--- config.mk ---
export PLATFORM = sky130hd
export DESIGN_NAME = gzip_axis_out_framer
export DESIGN_NICKNAME = d
export VERILOG_FILES = /design/src/rtl/gzip_pkg.sv /design/src/rtl/gzip_axis_skid_fifo.sv /design/src/rtl/gzip_axis_out_framer.sv
export SDC_FILE = /design/constraint.sdc
export NUM_CORES = 1
export LEC_CHECK = 0
export CAP_MARGIN = 20
export CORE_UTILIZATION = 56
export CTS_BUF_LIST = sky130_fd_sc_hd__clkbuf_4 sky130_fd_sc_hd__clkbuf_8
export DETAILED_ROUTE_END_ITERATION = 8
export DONT_BUFFER_PORTS = 1
export PLACE_DENSITY_LB_ADDON = 0.08
export SLEW_MARGIN = 15
export SYNTH_ARGS = -nofsm -noshare
export SYNTH_HDL_FRONTEND = slang
export SYNTH_SLANG_ARGS = --single-unit
--- constraint.sdc ---
create_clock -name clk -period 2.9 [get_ports clk]
set_clock_uncertainty 0.05 [all_clocks]
set_input_delay 0.145 -clock clk [delete_from_list [all_inputs] [get_ports clk]]
set_output_delay 0.145 -clock clk [all_outputs]
set_load 0.05 [all_outputs]
--- src/rtl/gzip_pkg.sv ---
// gzip_pkg: shared state encoding and constants for the gzip AXIS output framer.
package gzip_pkg;

  typedef enum logic [1:0] {
    ST_IDLE   = 2'd0,
    ST_STREAM = 2'd1,
    ST_FLUSH  = 2'd2,
    ST_DONE   = 2'd3
  } frame_state_t;

  // Three entries are needed for full rate while the head is held back; four is the
  // smallest power of two that covers it.
  localparam int unsigned BUF_DEPTH_MIN  = 4;
  localparam int unsigned DATA_W_DEFAULT = 32;

  function automatic bit is_pow2(input int unsigned v);
    return (v != 0) && ((v & (v - 1)) == 0);
  endfunction

endpackage

--- src/rtl/gzip_axis_skid_fifo.sv ---
// gzip_axis_skid_fifo: synchronous DEPTH x DATA_W FIFO with occupancy count.
// Head word is visible combinationally on rd_data whenever occ is non-zero.
module gzip_axis_skid_fifo
  import gzip_pkg::*;
#(
  parameter int unsigned DEPTH  = 4,
  parameter int unsigned DATA_W = DATA_W_DEFAULT,
  localparam int unsigned PTR_W = $clog2(DEPTH),
  localparam int unsigned OCC_W = PTR_W + 1
) (
  input  logic              clk,
  input  logic              rst_n,
  input  logic              wr_en,
  input  logic [DATA_W-1:0] wr_data,
  input  logic              rd_en,
  output logic [DATA_W-1:0] rd_data,
  output logic [OCC_W-1:0]  occ
);

  logic [DATA_W-1:0] mem [DEPTH];
  logic [PTR_W-1:0]  wr_ptr;
  logic [PTR_W-1:0]  rd_ptr;
  logic [OCC_W-1:0]  count;

  // Storage array; contents are only observed behind a non-zero occupancy.
  always_ff @(posedge clk) begin
    if (wr_en) mem[wr_ptr] <= wr_data;
  end

  // Read/write pointers and occupancy; simultaneous push and pop leave occ unchanged.
  always_ff @(posedge clk) begin
    if (!rst_n) begin
      wr_ptr <= '0;
      rd_ptr <= '0;
      count  <= '0;
    end else begin
      if (wr_en) wr_ptr <= wr_ptr + 1'b1;
      if (rd_en) rd_ptr <= rd_ptr + 1'b1;
      case ({wr_en, rd_en})
        2'b10:   count <= count + 1'b1;
        2'b01:   count <= count - 1'b1;
        default: count <= count;
      endcase
    end
  end

  assign rd_data = mem[rd_ptr];
  assign occ     = count;

endmodule

--- src/rtl/gzip_axis_out_framer.sv ---
// gzip_axis_out_framer: drains the Deflate core output FIFO into an AXI4-Stream master
// with credit-controlled reads, one-word hold-back and an exact tlast on the final word.
// Optional feature macro: GZIP_OUT_WORDCNT_EN enables the accepted-beat counter on word_cnt.
module gzip_axis_out_framer
  import gzip_pkg::*;
#(
  parameter int unsigned BUF_DEPTH = 4,
  parameter int unsigned DATA_W    = DATA_W_DEFAULT,
  parameter int unsigned CNT_W     = 32
) (
  input  logic              clk,
  input  logic              rst_n,
  input  logic              fifo_empty,
  output logic              fifo_rden,
  input  logic [DATA_W-1:0] fifo_data,
  input  logic              core_done,
  output logic [DATA_W-1:0] m_tdata,
  output logic              m_tvalid,
  input  logic              m_tready,
  output logic              m_tlast,
  output logic              stream_end,
  output logic              err_overrun,
  output logic [CNT_W-1:0]  word_cnt
);

  localparam int unsigned OCC_W = $clog2(BUF_DEPTH) + 1;
  localparam int unsigned SUM_W = OCC_W + 1;

  if (BUF_DEPTH < BUF_DEPTH_MIN || !is_pow2(BUF_DEPTH)) begin : g_bad_depth
    $error("BUF_DEPTH must be a power of 2 and at least %0d", BUF_DEPTH_MIN);
  end

  frame_state_t      state;
  frame_state_t      state_nxt;
  logic              rden_q;
  logic              pop;
  logic              flush;
  logic              zero_len;
  logic [OCC_W-1:0]  occ;
  logic [SUM_W-1:0]  credit_occ;
  logic [DATA_W-1:0] head;

  gzip_axis_skid_fifo #(
    .DEPTH  (BUF_DEPTH),
    .DATA_W (DATA_W)
  ) u_buf (
    .clk     (clk),
    .rst_n   (rst_n),
    .wr_en   (rden_q),
    .wr_data (fifo_data),
    .rd_en   (pop),
    .rd_data (head),
    .occ     (occ)
  );

  // Hold-back: the head is only offered once a successor exists or the stream is
  // closing, so the final word can always be tagged with tlast before it leaves.
  assign flush      = (state == ST_FLUSH);
  assign m_tvalid   = (occ != '0) && ((occ >= OCC_W'(2)) || rden_q || flush);
  assign m_tlast    = flush && (occ == OCC_W'(1)) && !rden_q && fifo_empty;
  assign m_tdata    = m_tvalid ? head : '0;
  assign pop        = m_tvalid && m_tready;
  assign zero_len   = (occ == '0) && !rden_q && fifo_empty;

  // Occupancy projected one cycle ahead, counting the in-flight read and this cycle's pop.
  assign credit_occ = SUM_W'(occ) + SUM_W'(rden_q) - SUM_W'(pop);
  assign fifo_rden  = rst_n && !fifo_empty && (state != ST_DONE) &&
                      (credit_occ < SUM_W'(BUF_DEPTH));

  // Read-data-valid flag: core FIFO data lands in the buffer one cycle after the strobe.
  always_ff @(posedge clk) begin
    if (!rst_n) rden_q <= 1'b0;
    else        rden_q <= fifo_rden;
  end

  // FSM state register.
  always_ff @(posedge clk) begin
    if (!rst_n) state <= ST_IDLE;
    else        state <= state_nxt;
  end

  // FSM next-state and end-of-stream pulse.
  always_comb begin
    state_nxt  = state;
    stream_end = 1'b0;
    case (state)
      ST_IDLE: begin
        if (core_done)      state_nxt = ST_FLUSH;
        else if (fifo_rden) state_nxt = ST_STREAM;
      end
      ST_STREAM: begin
        if (core_done) state_nxt = ST_FLUSH;
      end
      ST_FLUSH: begin
        if ((pop && m_tlast) || zero_len) begin
          state_nxt  = ST_DONE;
          stream_end = 1'b1;
        end
      end
      ST_DONE: begin
        if (!core_done) state_nxt = ST_IDLE;
      end
      default: state_nxt = ST_IDLE;
    endcase
  end

  // Sticky overrun flag: the core produced data after the stream was closed.
  always_ff @(posedge clk) begin
    if (!rst_n)                                 err_overrun <= 1'b0;
    else if (state == ST_DONE && !fifo_empty)   err_overrun <= 1'b1;
  end

`ifdef GZIP_OUT_WORDCNT_EN
  logic [CNT_W-1:0] cnt;

  // Accepted-beat counter, saturating, cleared on the DONE -> IDLE transition.
  always_ff @(posedge clk) begin
    if (!rst_n)                                cnt <= '0;
    else if (state == ST_DONE && !core_done)   cnt <= '0;
    else if (pop && (cnt != '1))               cnt <= cnt + 1'b1;
  end

  assign word_cnt = cnt;
`else
  assign word_cnt = '0;
`endif

endmodule

==> run_results.csv <==
group,metric,value,unit
outcome,run_status,"complete, but fails checks",
outcome,violations,"setup timing",
finish,finish.instance_area,0.00739,mm2
synthesis,synthFlopType,"sky130_fd_sc_hd__edfxtp_1",
clock_network,clk_transition_reported_paths,80,ps
timing,grt_setup_unrepaired,"true",
timing,period_share,104,%
timing,setup_tns_final,-165,ps
setup_path,timing.setup.critical_path_class,"reg2out",
clock_network,cts_inserted_buffers,17,
synthesis,yosysWarningCount,0,
setup_path,crit_arrival,2830,ps
grt,grt_first_pass_wirelength,16700,um
setup_path,critPathBufInv,3,
setup_path,critical-path-slowest-cell,"sky130_fd_sc_hd__o41ai_4",
route,vias_per_cell,5.27,
min_path,timing.hold.worst_path_depth,4,
power,design_power,7.05,mW
timing,report.final.setup_viol,2,
setup_path,critical_path.cell_chain,"inv_4, ha_4, inv_2, o41ai_4, nor2_2, nand2_2, ha_4, nand4b_1, o311ai_4, o21a_1, o31a_4, buf_8",
power,power_leakage,2.63,nW
setup_path,reg2regPathDepth,14,
floorplan,die_height,106,um
synthesis,yosys.area.top_type_share,63.2,%
route,routed_wl,10700,um
clock_network,cts.root.buffer_cell,"sky130_fd_sc_hd__clkbuf_8",
route,postRouteAntennaNets,0,
clock_network,worstSkewPairLatency,420,ps
floorplan,floorplan.initialDensity,58.4,%
clock_network,clock_sinks,141,
min_path,worst_hold_path_type,"in2reg",
placement,dpl.cell_count,520,
placement,io_buffers,0,
synthesis,synth_enable_flop_cells,128,
floorplan,io-pin-count,106,
synthesis,mappedNetlistArea,0.00608,mm2
grt,grt_antenna_before_repair,0,
synthesis,netlist-cell-type-count,40,
finish,syn_to_final_growth,21.4,%
setup_path,worst-endpoint-required,2710,ps
placement,pre_cts_slack,-29.7,ps
timing,fin_hold_ws,77.9,ps
route,num_vias,3166,
timing,worst_slack,-126,ps
setup_path,element_type_at_the_critical_path_start,"register",
setup_path,cp-end-kind,"primary output",
grt,grt_max_degree,33,
synthesis,post-synth-top-area-cell,"sky130_fd_sc_hd__edfxtp_1",
placement,hpwl,6310,um
synthesis,seq_cells_post_synth,141,
timing,hold_violations,0,
finish,num_antenna_cells,0,
floorplan,core,0.0104,mm2
grt,global_route.usage.total,20.5,%
synthesis,synthesis.instances,352,
finish,utilization,70.9,%
finish,post_layout_nonfiller_instances,601,
synthesis,synth_area_per_cell,17.3,um2
floorplan,placement_row_count,37,
finish,layout.nets,508,
placement,gp_routability_congestion,0.836,
grt,first_global_vias,3296,
finish,final_cell_mix,"sky130_fd_sc_hd__edfxtp_1 (128), sky130_fd_sc_hd__buf_4 (58), sky130_fd_sc_hd__and2_1 (39)",
route,1st_iter_drt_viols,116,
flow_run,max-cap-violations,0,
clock_network,cts_max_level,4,
floorplan,fp.dieW,106,um
synthesis,synth_async_sr_flop_share,0,%
route,firstDrtPassIters,5,
setup_path,crit_path_frequent_cell,"sky130_fd_sc_hd__ha_4",
route,routed_wire_length_per_instance,17.8,um
setup_path,critPathMaxStageDelay,380,ps
finish,post_route_cells_drive_above_1_share,32.7,%
route,drc_violations_left,0,
setup_path,worst-path-max-fanout,3,
setup_path,cpLargestDelayFamily,"compound AO/OA/AOI/OAI gates",
timing,slew_of_the_pin_with_the_lowest_slew_margin,926,ps
clock_network,cts_tree,"done",
power,power-per-cell-area,955,mW/mm2
timing,max-slew-margin-rel,38.2,%
synthesis,ys_seq_area_share,67.4,%
setup_path,cp_num_cells,12,
finish,layout_commonest_cell,"sky130_fd_sc_hd__edfxtp_1",
floorplan,floorplan.die_area,0.0113,mm2
grt,globalRouteOverflowTotal,0,
timing,final.min_clock_period,3030,ps
timing,peak_clock_frequency_supported_by_timing,331,MHz
placement,dpl_cell_area,0.00647,mm2
synthesis,synth.area.top_cells,"sky130_fd_sc_hd__edfxtp_1 (63%), sky130_fd_sc_hd__mux4_2 (12%), sky130_fd_sc_hd__and2_1 (4.4%), sky130_fd_sc_hd__dfxtp_1 (4.3%), sky130_fd_sc_hd__buf_4 (4.1%)",
power,max-vdd-ir-drop,0.502,mV
clock_network,ctsLongestPathBuffers,2,
timing,timing_max_transition_violations_final,0,
## worst reg2reg max path, cell delays in order, from the launching register on
cell	delay [ps]
sky130_fd_sc_hd__dfxtp_4	370
sky130_fd_sc_hd__inv_4	80
sky130_fd_sc_hd__ha_4	130
sky130_fd_sc_hd__inv_2	40
sky130_fd_sc_hd__o41ai_4	380
sky130_fd_sc_hd__nor2_2	80
sky130_fd_sc_hd__nand2_2	100
sky130_fd_sc_hd__ha_4	210
sky130_fd_sc_hd__nand4b_1	140
sky130_fd_sc_hd__o311ai_4	150
sky130_fd_sc_hd__o21a_1	220
sky130_fd_sc_hd__o31a_4	370
sky130_fd_sc_hd__buf_4	140
sky130_fd_sc_hd__a21o_1	170
sky130_fd_sc_hd__o2111a_1	220
## cell usage after synthesis (2+ instances only)
library cell                 n
sky130_fd_sc_hd__and2_1     43
sky130_fd_sc_hd__edfxtp_1  128
sky130_fd_sc_hd__nor3_1      2
sky130_fd_sc_hd__clkbuf_1    9
sky130_fd_sc_hd__dfxtp_1    13
sky130_fd_sc_hd__nor2b_1     3
sky130_fd_sc_hd__nand2_1    11
sky130_fd_sc_hd__nand3_1     3
sky130_fd_sc_hd__nor3b_1     2
sky130_fd_sc_hd__nor4_1      2
sky130_fd_sc_hd__buf_4      33
sky130_fd_sc_hd__xnor2_1     5
sky130_fd_sc_hd__ha_1       17
sky130_fd_sc_hd__mux4_2     32
sky130_fd_sc_hd__mux2i_1     3
sky130_fd_sc_hd__inv_1      11
sky130_fd_sc_hd__buf_2       3
sky130_fd_sc_hd__nor2_1      5
sky130_fd_sc_hd__a21oi_1     4
sky130_fd_sc_hd__o21ai_0     2
sky130_fd_sc_hd__o21a_1      2
## cell families after synthesis
group	after synthesis	share of synthesized area, %
muxes	35	12.3
adders and majority gates	17	3.50
AOI/OAI and AO/OA	18	2.45
xor gates and xnor gates	6	0.864
buffers and inverters	57	5.61
DFF	141	67.4
and+or+nand+nor	77	7.73
other	1	0.0616
## repair_timing
action,in CTS,in global routing
pin swaps,12,4
hold buffers,37,0
endpoints found under the hold margin,141,0
buffers inserted,9,5
endpoints found under the setup margin,3,3
resized for setup,20,2
## worst paths after layout
kind	end	startpoint	slack, ps
worst min-delay path	state[1]	core_done	80
worst max-delay path	fifo_rden	u_buf.occ[1]	-130
worst max register to register	state[1]	u_buf.occ[1]	-40
worst min register to register	state[0]	state[0]	430
## cell type report
type / instances / area, um2
Sequential cell: 141 / 4120
Fill cell: 696 / 3030
Multi-Input combinational cell: 185 / 1870
Timing Repair Buffer: 97 / 841
Clock buffer: 18 / 241
Tap cell: 136 / 170
Clock inverter: 12 / 100
Inverter: 12 / 52.6
## power by group
| group | internal (mW) | switching (mW) |
|---|---|---|
| combinational | 1.21 | 1.83 |
| clock | 0.670 | 0.702 |
| sequential | 2.50 | 0.137 |
## registers in the layout, summed over array words and instances, names as in the netlist, named ones only
signal        flops
err_overrun       1
rden_q            1
u_buf.wr_ptr      2
u_buf.occ         3
u_buf.mem       128
state             2
u_buf.rd_ptr      2
## per-layer routing
layer | GRT usage, % | vias up | share of wire, %
met5 | 0 | - | 0
met4 | 8.43 | 0 | 0.56
met3 | 5.70 | 4 | 4.6
met2 | 34.4 | 95 | 52
met1 | 24.9 | 1596 | 42
li1 | - | 1471 | -
Power figures use the tool's default switching activity.
